### src/rtl/cpu_pkg.sv
// Shared encodings for the CPU control FSM: state enum, mux selects,
// memory commands and instruction opcode/op fields.
package cpu_pkg;

  typedef enum logic [4:0] {
    S_RST, S_IF1, S_IF2, S_UPD_PC, S_DECODE,
    S_WR_IMM, S_GET_A, S_GET_B, S_CALC, S_WR_RD,
    S_CALC_ADDR, S_LD_ADDR, S_MEM_RD1, S_MEM_RD2,
    S_GET_D, S_PASS_D, S_MEM_WR, S_HALT
  } state_t;

  localparam logic [3:0] VSEL_NONE  = 4'b0000;
  localparam logic [3:0] VSEL_C     = 4'b0001;
  localparam logic [3:0] VSEL_PC    = 4'b0010;
  localparam logic [3:0] VSEL_IMM   = 4'b0100;
  localparam logic [3:0] VSEL_MDATA = 4'b1000;

  localparam logic [2:0] NSEL_NONE = 3'b000;
  localparam logic [2:0] NSEL_RN   = 3'b001;
  localparam logic [2:0] NSEL_RD   = 3'b010;
  localparam logic [2:0] NSEL_RM   = 3'b100;

  localparam logic [1:0] MEM_NONE  = 2'b00;
  localparam logic [1:0] MEM_READ  = 2'b01;
  localparam logic [1:0] MEM_WRITE = 2'b10;

  localparam logic [2:0] OPC_MOV  = 3'b110;
  localparam logic [2:0] OPC_ALU  = 3'b101;
  localparam logic [2:0] OPC_LDR  = 3'b011;
  localparam logic [2:0] OPC_STR  = 3'b100;
  localparam logic [2:0] OPC_HALT = 3'b111;

  localparam logic [1:0] ALU_ADD = 2'b00;
  localparam logic [1:0] ALU_CMP = 2'b01;
  localparam logic [1:0] ALU_AND = 2'b10;
  localparam logic [1:0] ALU_MVN = 2'b11;

  localparam logic [1:0] OP_MOV_REG = 2'b00;
  localparam logic [1:0] OP_MOV_IMM = 2'b10;

endpackage

### src/rtl/cpu_ctrl_fsm.sv
// Moore controller sequencing fetch, decode and execute micro-steps of the
// 16-bit CPU; one datapath/memory micro-step per clock.
module cpu_ctrl_fsm
  import cpu_pkg::*;
(
  input  logic       clk,
  input  logic       reset,
  input  logic [2:0] opcode,
  input  logic [1:0] op,
  output logic [2:0] nsel,
  output logic [3:0] vsel,
  output logic       loada,
  output logic       loadb,
  output logic       loadc,
  output logic       loads,
  output logic       asel,
  output logic       bsel,
  output logic [1:0] ALUop,
  output logic       write,
  output logic       load_ir,
  output logic       load_pc,
  output logic       reset_pc,
  output logic       load_addr,
  output logic       addr_sel,
  output logic [1:0] mem_cmd,
  output logic       halted
);

  state_t r_state;
  state_t w_next;
  logic   w_is_mov_reg;
  logic   w_is_cmp;

  // IR is held from UPD_PC to the next IF2, so these decodes are stable per state.
  assign w_is_mov_reg = (opcode == OPC_MOV) && (op == OP_MOV_REG);
  assign w_is_cmp     = (opcode == OPC_ALU) && (op == ALU_CMP);

  always_ff @(posedge clk) begin
    if (reset) r_state <= S_RST;
    else       r_state <= w_next;
  end

  always_comb begin
    w_next = S_RST;
    case (r_state)
      S_RST:    w_next = S_IF1;
      S_IF1:    w_next = S_IF2;
      S_IF2:    w_next = S_UPD_PC;
      S_UPD_PC: w_next = S_DECODE;
      S_DECODE: begin
        casez ({opcode, op})
          {OPC_MOV, OP_MOV_IMM}: w_next = S_WR_IMM;
          {OPC_MOV, OP_MOV_REG}: w_next = S_GET_B;
          {OPC_ALU, 2'b??}:      w_next = S_GET_A;
          {OPC_LDR, 2'b00}:      w_next = S_GET_A;
          {OPC_STR, 2'b00}:      w_next = S_GET_A;
          default:               w_next = S_HALT;
        endcase
      end
      S_WR_IMM:    w_next = S_IF1;
      S_GET_A:     w_next = (opcode == OPC_ALU) ? S_GET_B : S_CALC_ADDR;
      S_GET_B:     w_next = S_CALC;
      S_CALC:      w_next = w_is_cmp ? S_IF1 : S_WR_RD;
      S_WR_RD:     w_next = S_IF1;
      S_CALC_ADDR: w_next = S_LD_ADDR;
      S_LD_ADDR:   w_next = (opcode == OPC_LDR) ? S_MEM_RD1 : S_GET_D;
      S_MEM_RD1:   w_next = S_MEM_RD2;
      S_MEM_RD2:   w_next = S_IF1;
      S_GET_D:     w_next = S_PASS_D;
      S_PASS_D:    w_next = S_MEM_WR;
      S_MEM_WR:    w_next = S_IF1;
      S_HALT:      w_next = S_HALT;
      default:     w_next = S_RST;
    endcase
  end

  always_comb begin
    nsel      = NSEL_NONE;
    vsel      = VSEL_NONE;
    loada     = 1'b0;
    loadb     = 1'b0;
    loadc     = 1'b0;
    loads     = 1'b0;
    asel      = 1'b0;
    bsel      = 1'b0;
    ALUop     = ALU_ADD;
    write     = 1'b0;
    load_ir   = 1'b0;
    load_pc   = 1'b0;
    reset_pc  = 1'b0;
    load_addr = 1'b0;
    addr_sel  = 1'b0;
    mem_cmd   = MEM_NONE;
    halted    = 1'b0;
    case (r_state)
      S_RST:    begin reset_pc = 1'b1; load_pc = 1'b1; end
      S_IF1:    begin addr_sel = 1'b1; mem_cmd = MEM_READ; end
      S_IF2:    begin addr_sel = 1'b1; mem_cmd = MEM_READ; load_ir = 1'b1; end
      S_UPD_PC: load_pc = 1'b1;
      S_WR_IMM: begin nsel = NSEL_RN; vsel = VSEL_IMM; write = 1'b1; end
      S_GET_A:  begin nsel = NSEL_RN; loada = 1'b1; end
      S_GET_B:  begin nsel = NSEL_RM; loadb = 1'b1; end
      S_CALC: begin
        // MOV reg passes Rm through as 0 + B.
        asel  = w_is_mov_reg;
        ALUop = w_is_mov_reg ? ALU_ADD : op;
        loadc = 1'b1;
        loads = w_is_cmp;
      end
      S_WR_RD:     begin nsel = NSEL_RD; vsel = VSEL_C; write = 1'b1; end
      S_CALC_ADDR: begin bsel = 1'b1; loadc = 1'b1; end
      S_LD_ADDR:   load_addr = 1'b1;
      S_MEM_RD1:   mem_cmd = MEM_READ;
      S_MEM_RD2: begin
        mem_cmd = MEM_READ;
        nsel    = NSEL_RD;
        vsel    = VSEL_MDATA;
        write   = 1'b1;
      end
      S_GET_D:  begin nsel = NSEL_RD; loadb = 1'b1; end
      S_PASS_D: begin asel = 1'b1; loadc = 1'b1; end
      S_MEM_WR: mem_cmd = MEM_WRITE;
      S_HALT:   halted = 1'b1;
      default:  ;
    endcase
  end

endmodule

### config.mk
export PLATFORM = sky130hd
export DESIGN_NAME = cpu_ctrl_fsm
export DESIGN_NICKNAME = d
export VERILOG_FILES = /design/src/rtl/cpu_pkg.sv /design/src/rtl/cpu_ctrl_fsm.sv
export SDC_FILE = /design/constraint.sdc
export NUM_CORES = 1
export LEC_CHECK = 0
export BUFFER_PORTS_ARGS = -buffer_cell sky130_fd_sc_hd__buf_4
export CAP_MARGIN = 15
export CORE_MARGIN = 5
export CORE_UTILIZATION = 49
export CTS_BUF_LIST = sky130_fd_sc_hd__clkbuf_16
export DETAILED_ROUTE_END_ITERATION = 7
export PLACE_DENSITY = 0.83
export SYNTH_ARGS = -nofsm -noshare
export SYNTH_HDL_FRONTEND = slang
export SYNTH_SLANG_ARGS = --single-unit
### constraint.sdc
create_clock -name clk -period 2.47 [get_ports clk]
set_input_delay 0.3705 -clock clk [delete_from_list [all_inputs] [get_ports clk]]
set_output_delay 0.3705 -clock clk [all_outputs]
set_load 0.05 [all_outputs]
==> results.json, run 1 <==
{
  "slowest_stage": "dfxtp_1",
  "syn_to_final_growth_pct": 43.1,
  "antenna_found_initial": 0,
  "hpwlAfterDp_mm": 1.56,
  "grt_max_degree": 19,
  "first_pass_iters": 4,
  "ir_drop_v": 0.000807,
  "yosys_warnings": 0,
  "r2r_cells": 3,
  "ant_nets": 0,
  "netlist_area_um2": 679,
  "die_h_um": 47.2,
  "fin_crit_sh_pct": 90.0,
  "cp-start-kind": "register",
  "reg.largest.list": "r_state: 5 flops",
  "clock_latency_ps": 230,
  "yosysSeqAreaShare_pct": 14.7,
  "synthMostInstantiatedCell": "nor2_1",
  "synth_edf_count": 0,
  "end_kind": "output pin",
  "period_minus_slack_ps": 2220,
  "synth_top_family_by_area": "simple AND/OR/NAND/NOR gates",
  "synth_top_cells_by_count": "16 x nor2_1, 9 x nor3_1, 8 x a21oi_1",
  "synthAdderAreaFrac_pct": 0,
  "yosys.area_share.simple_pct": 50.3,
  "synthesis.nets": 116,
  "largest_reg_flops": 5,
  "finalHoldViolCount": 0,
  "netlist.area_leader.share_pct": 14.7,
  "die_w_um": 47.2,
  "clockBufferDepth": 2,
  "vias_per_cell": 5.91,
  "place_area_um2": 893,
  "drt_iter0_markers": 20,
  "drc": 0,
  "core_area_mm2": 0.00130,
  "worst-endpoint-arrival_ps": 1850,
  "syn_inst": 109,
  "antenna-diode-count": 0,
  "min_path_type": "in -> reg",
  "postLayoutCoreUtil_pct": 74.7,
  "cts_tree": "built",
  "min_path_cells": 3,
  "power.leakage_nw": 0.430,
  "routedWlPerCell_um": 13.4,
  "fin_skew_ps": 2.19,
  "grt_overflow": 0,
  "cts_max_level": 1,
  "synth_ff_type": "dfxtp_1",
  "yosys-mux-area-fraction_pct": 1.47,
  "max_stage_delay_ps": 660,
  "grt_pass1_vias": 793,
  "slew_headroom_pct": 62.8,
  "required_ps": 2100,
  "grt_setup_unrepaired": "false",
  "io_pins": 31,
  "die-area_mm2": 0.00223,
  "netlist-cell-type-count": 34,
  "async_flop_share_pct": 0,
  "tns_ps": 0,
  "setup_viol": 0,
  "via_count": 893,
  "clk_pin_slew_ps": 30,
  "root_buffer": "clkbuf_16",
  "status": "complete, no violations",
  "synth_xor_xnor_area_share_pct": 1.29,
  "worst-setup-path-type": "reg -> out",
  "maxSlewViolCount": 0,
  "grt_pass1_wl_mm": 3.31,
  "layout-drive-gt1-share_pct": 25.0,
  "synth-compound-area-share_pct": 26.2,
  "routabilityCongestion": 0.960,
  "cts_setup_buffers": 0,
  "fin_area_um2": 972,
  "cts_buffers": 3,
  "path_max_fanout": 18,
  "cellPowerDensity_mw_per_mm2": 1040,
  "post_cts_resized": 0,
  "wl_mm": 2.03,
  "cts_hold_buf": 0,
  "synth.area.top_cells": "dfxtp_1 15%, nor2_1 8.8%, nor3_1 6.6%, a21oi_1 5.9%, nand2b_1 5.5%",
  "fillers": 111,
  "ys_ff_latch": 5,
  "synth_top_area_cell": "dfxtp_1",
  "top_register": "r_state",
  "avgSynthCellArea_um2": 6.23,
  "worst_pin_slew_ps": 557,
  "portBuffers": 29,
  "path_cells": "nand2b_1 > or3_1 > o21ai_1 > buf_4",
  "grt_use_total_pct": 19.9,
  "start_util_pct": 52.2,
  "max_clock_freq_ghz": 0.450,
  "numClockSinks": 5,
  "maxCapViolCount": 0,
  "rows": 13,
  "nNetsFinal": 144
}
==> stage by stage <==
stage,total power [W],std cells,hold WS (ps),worst slack (ps)
3_5_place_dp,0.000746,147,708,502
4_1_cts,0.00101,151,484,270
6_report,0.00101,151,488,248
5_1_grt,0.00106,151,511,119
2_1_floorplan,0.000594,109,563,115
3_3_place_gp,0.000736,147,655,602
==> report_power, final <==
part           internal (W)  switching (W)
logic              0.000191       0.000387
clock network      0.000209      0.0000492
registers         0.0000994      0.0000755
total              0.000500       0.000511
==> kinds of logic (layout without fill, tap and decap cells) <==
group | Yosys count | in the layout
other cells | 1 | 1
flops | 5 | 5
simple gates | 64 | 64
compound gates | 28 | 28
mux | 1 | 1
buf+inv | 9 | 36
xor+xnor | 1 | 1
==> worst paths after layout <==
check,end,slack (ps),start
max,nsel[0],250,r_state[1]
min,r_state[4],490,reset
max reg2reg,r_state[4],740,r_state[1]
min reg2reg,r_state[4],730,r_state[0]
==> layout make-up <==
class | instances | area, µm² | area share (%)
flip-flops and latches | 5 | 100 | 10.3
well taps | 15 | 18.8 | 1.93
repair buffers | 30 | 225 | 23.2
inverters | 2 | 7.51 | 0.772
clock inverters | 1 | 3.75 | 0.386
clock buffers | 3 | 75.1 | 7.72
multi-input cells | 95 | 542 | 55.7
==> metal layers <==
metal / GRT usage, % / share of wire [%] / vias to the layer above
li1: - / - / 449
met1: 26.1 / 40 / 399
met2: 32.1 / 50 / 43
met3: 5.36 / 9.3 / 2
met4: 4.97 / 0.39 / 0
met5: 0 / 0 / -
==> worst max-delay path, delay by kind of cell, from the launching register on <==
family | cells | cell delay, ps
AO/OA/AOI/OAI | 1 | 100
buffers and inverters | 1 | 220
flip-flops | 1 | 660
AND/OR/NAND/NOR | 2 | 640
==> placed cells by master, fill, tap and decap left out, types with 3 or more instances in the layout <==
| cell | n |
|---|---|
| and2_1 | 3 |
| a211oi_1 | 3 |
| dfxtp_1 | 5 |
| nor2b_1 | 5 |
| a21oi_1 | 8 |
| nand2_1 | 7 |
| o211ai_1 | 3 |
| nor2_1 | 16 |
| o21ai_0 | 5 |
| clkbuf_16 | 3 |
| inv_1 | 3 |
| buf_4 | 30 |
| nand3_1 | 5 |
| nand2b_1 | 6 |
| nor3_1 | 9 |
No activity file was read; power rests on OpenSTA's default activity.
==> run 2, diff against run 1 <==
- CORE_UTILIZATION: 49 -> 51
- CTS_BUF_LIST: sky130_fd_sc_hd__clkbuf_16 -> sky130_fd_sc_hd__clkbuf_8
- PLACE_DENSITY: 0.83 -> 0.86
==> results.json, run 2 (synthesis gave the netlist of run 1 again) <==
{
  "status": "complete, no violations",
  "setup_viol": 0,
  "cts_max_level": 1,
  "worst-endpoint-arrival_ps": 1810,
  "hpwlAfterDp_mm": 1.55,
  "io_pins": 31,
  "power.leakage_nw": 0.415,
  "nNetsFinal": 144,
  "die_w_um": 46.5,
  "grt_overflow": 0,
  "layout-drive-gt1-share_pct": 25.0,
  "ant_nets": 0,
  "top_register": "r_state",
  "worst_pin_slew_ps": 534,
  "portBuffers": 29,
  "crit_start": "r_state[1]",
  "first_pass_iters": 4,
  "antenna_found_initial": 0,
  "maxCapViolCount": 0,
  "path_max_fanout": 18,
  "clockBufferDepth": 2,
  "layout_setup_ws_ps": 291,
  "place_area_um2": 893,
  "fin_area_um2": 938,
  "cts_hold_buf": 0,
  "drc": 0,
  "slew_headroom_pct": 64.4,
  "routabilityCongestion": 0.941,
  "syn_to_final_growth_pct": 38.1,
  "ir_drop_v": 0.000710,
  "min-delay-start": "reset",
  "cp-start-kind": "register",
  "worstReg2RegStart": "r_state[1]",
  "cts_buffers": 3,
  "slowest_stage": "dfxtp_1",
  "clock_latency_ps": 220,
  "tns_ps": 0,
  "grt_setup_unrepaired": "false",
  "worst-setup-path-type": "reg -> out",
  "crit_family": "flip-flops",
  "postLayoutCoreUtil_pct": 73.0,
  "root_buffer": "clkbuf_8",
  "via_count": 877,
  "start_util_pct": 52.9,
  "fin_skew_ps": 3.65,
  "die-area_mm2": 0.00216,
  "max_clock_freq_ghz": 0.459,
  "drt_iter0_markers": 21,
  "final_common_cell": "buf_4",
  "most-common-layout-cells": "30 x buf_4, 16 x nor2_1, 9 x nor3_1, 8 x a21oi_1, 7 x nand2_1",
  "fin_crit_sh_pct": 88.2,
  "grt_use_total_pct": 19.3,
  "required_ps": 2100,
  "multi_input_area_um2": 542,
  "cts_tree": "built",
  "max_stage_delay_ps": 650,
  "wl_mm": 1.95,
  "end_kind": "output pin",
  "fillers": 113,
  "reg.largest.list": "r_state: 5 flops",
  "maxSlewViolCount": 0,
  "rows": 13,
  "period_minus_slack_ps": 2180,
  "largest_reg_flops": 5,
  "seq_area_um2": 100,
  "p_sw_w": 0.000493,
  "die_h_um": 46.5,
  "crit_buf_inv": 1,
  "core_area_mm2": 0.00128,
  "grt_max_degree": 19,
  "grt_pass1_wl_mm": 3.06,
  "post_cts_resized": 0,
  "clk_pin_slew_ps": 30,
  "routedWlPerCell_um": 12.9,
  "vias_per_cell": 5.81,
  "clkPwrFrac_pct": 16.2,
  "combPwrFrac_pct": 64.7,
  "numClockSinks": 5,
  "path_cells": "nand2b_1 > or3_1 > o21ai_1 > buf_4",
  "power.internal_w": 0.000397,
  "finalHoldViolCount": 0,
  "min_path_type": "in -> reg",
  "seq_power_share_pct": 19.1,
  "antenna-diode-count": 0,
  "cts_setup_buffers": 0,
  "grt_pass1_vias": 723,
  "cellPowerDensity_mw_per_mm2": 948,
  "switching_share_pct": 55.4,
  "place_ws_ps": 550
}
[run 2: worst reg2reg max path: stages (launching register included)]
cell      delay, ps
dfxtp_1         460
or3_4           480
or4_1           520
a21boi_1        140
[run 2: layout make-up]
class / instances / area share, %
well taps: 15 / 2.00
repair buffers: 30 / 24.0
multi-input cells: 95 / 57.7
clock inverters: 1 / 0.400
flip-flops and latches: 5 / 10.7
clock buffers: 3 / 4.40
inverters: 2 / 0.800
[run 2: final timing paths]
kind / endpoint / slack (ps) / depth (start not counted)
min reg2reg: r_state[4] / 680 / 2
min: r_state[4] / 480 / 3
max: nsel[0] / 290 / 4
max reg2reg: r_state[4] / 800 / 3
[run 2: per-layer routing]
layer / part of all wire, % / track usage (%) / up-vias
li1: - / - / 445
met1: 42 / 25.5 / 392
met2: 49 / 31.0 / 38
met3: 8.7 / 5.86 / 2
met4: 0.51 / 3.41 / 0
met5: 0 / 0 / -
[run 2: metrics by stage]
| step | hold WS, ps | total power, W | std cells |
|---|---|---|---|
| 6_report | 481 | 0.000890 | 151 |
| 5_1_grt | 491 | 0.000951 | 151 |
| 4_1_cts | 476 | 0.000893 | 151 |
| 3_5_place_dp | 674 | 0.000743 | 147 |
| 3_3_place_gp | 655 | 0.000736 | 147 |
| 2_1_floorplan | 563 | 0.000594 | 109 |
[run 2: power groups by stage]
stage	clock network (W)	registers, W	logic, W
floorplan	0	0.000124	0.000470
global placement	0	0.000165	0.000571
detailed placement	0	0.000168	0.000575
CTS	0.000148	0.000167	0.000578
global route	0.000159	0.000177	0.000616
finish	0.000144	0.000170	0.000576
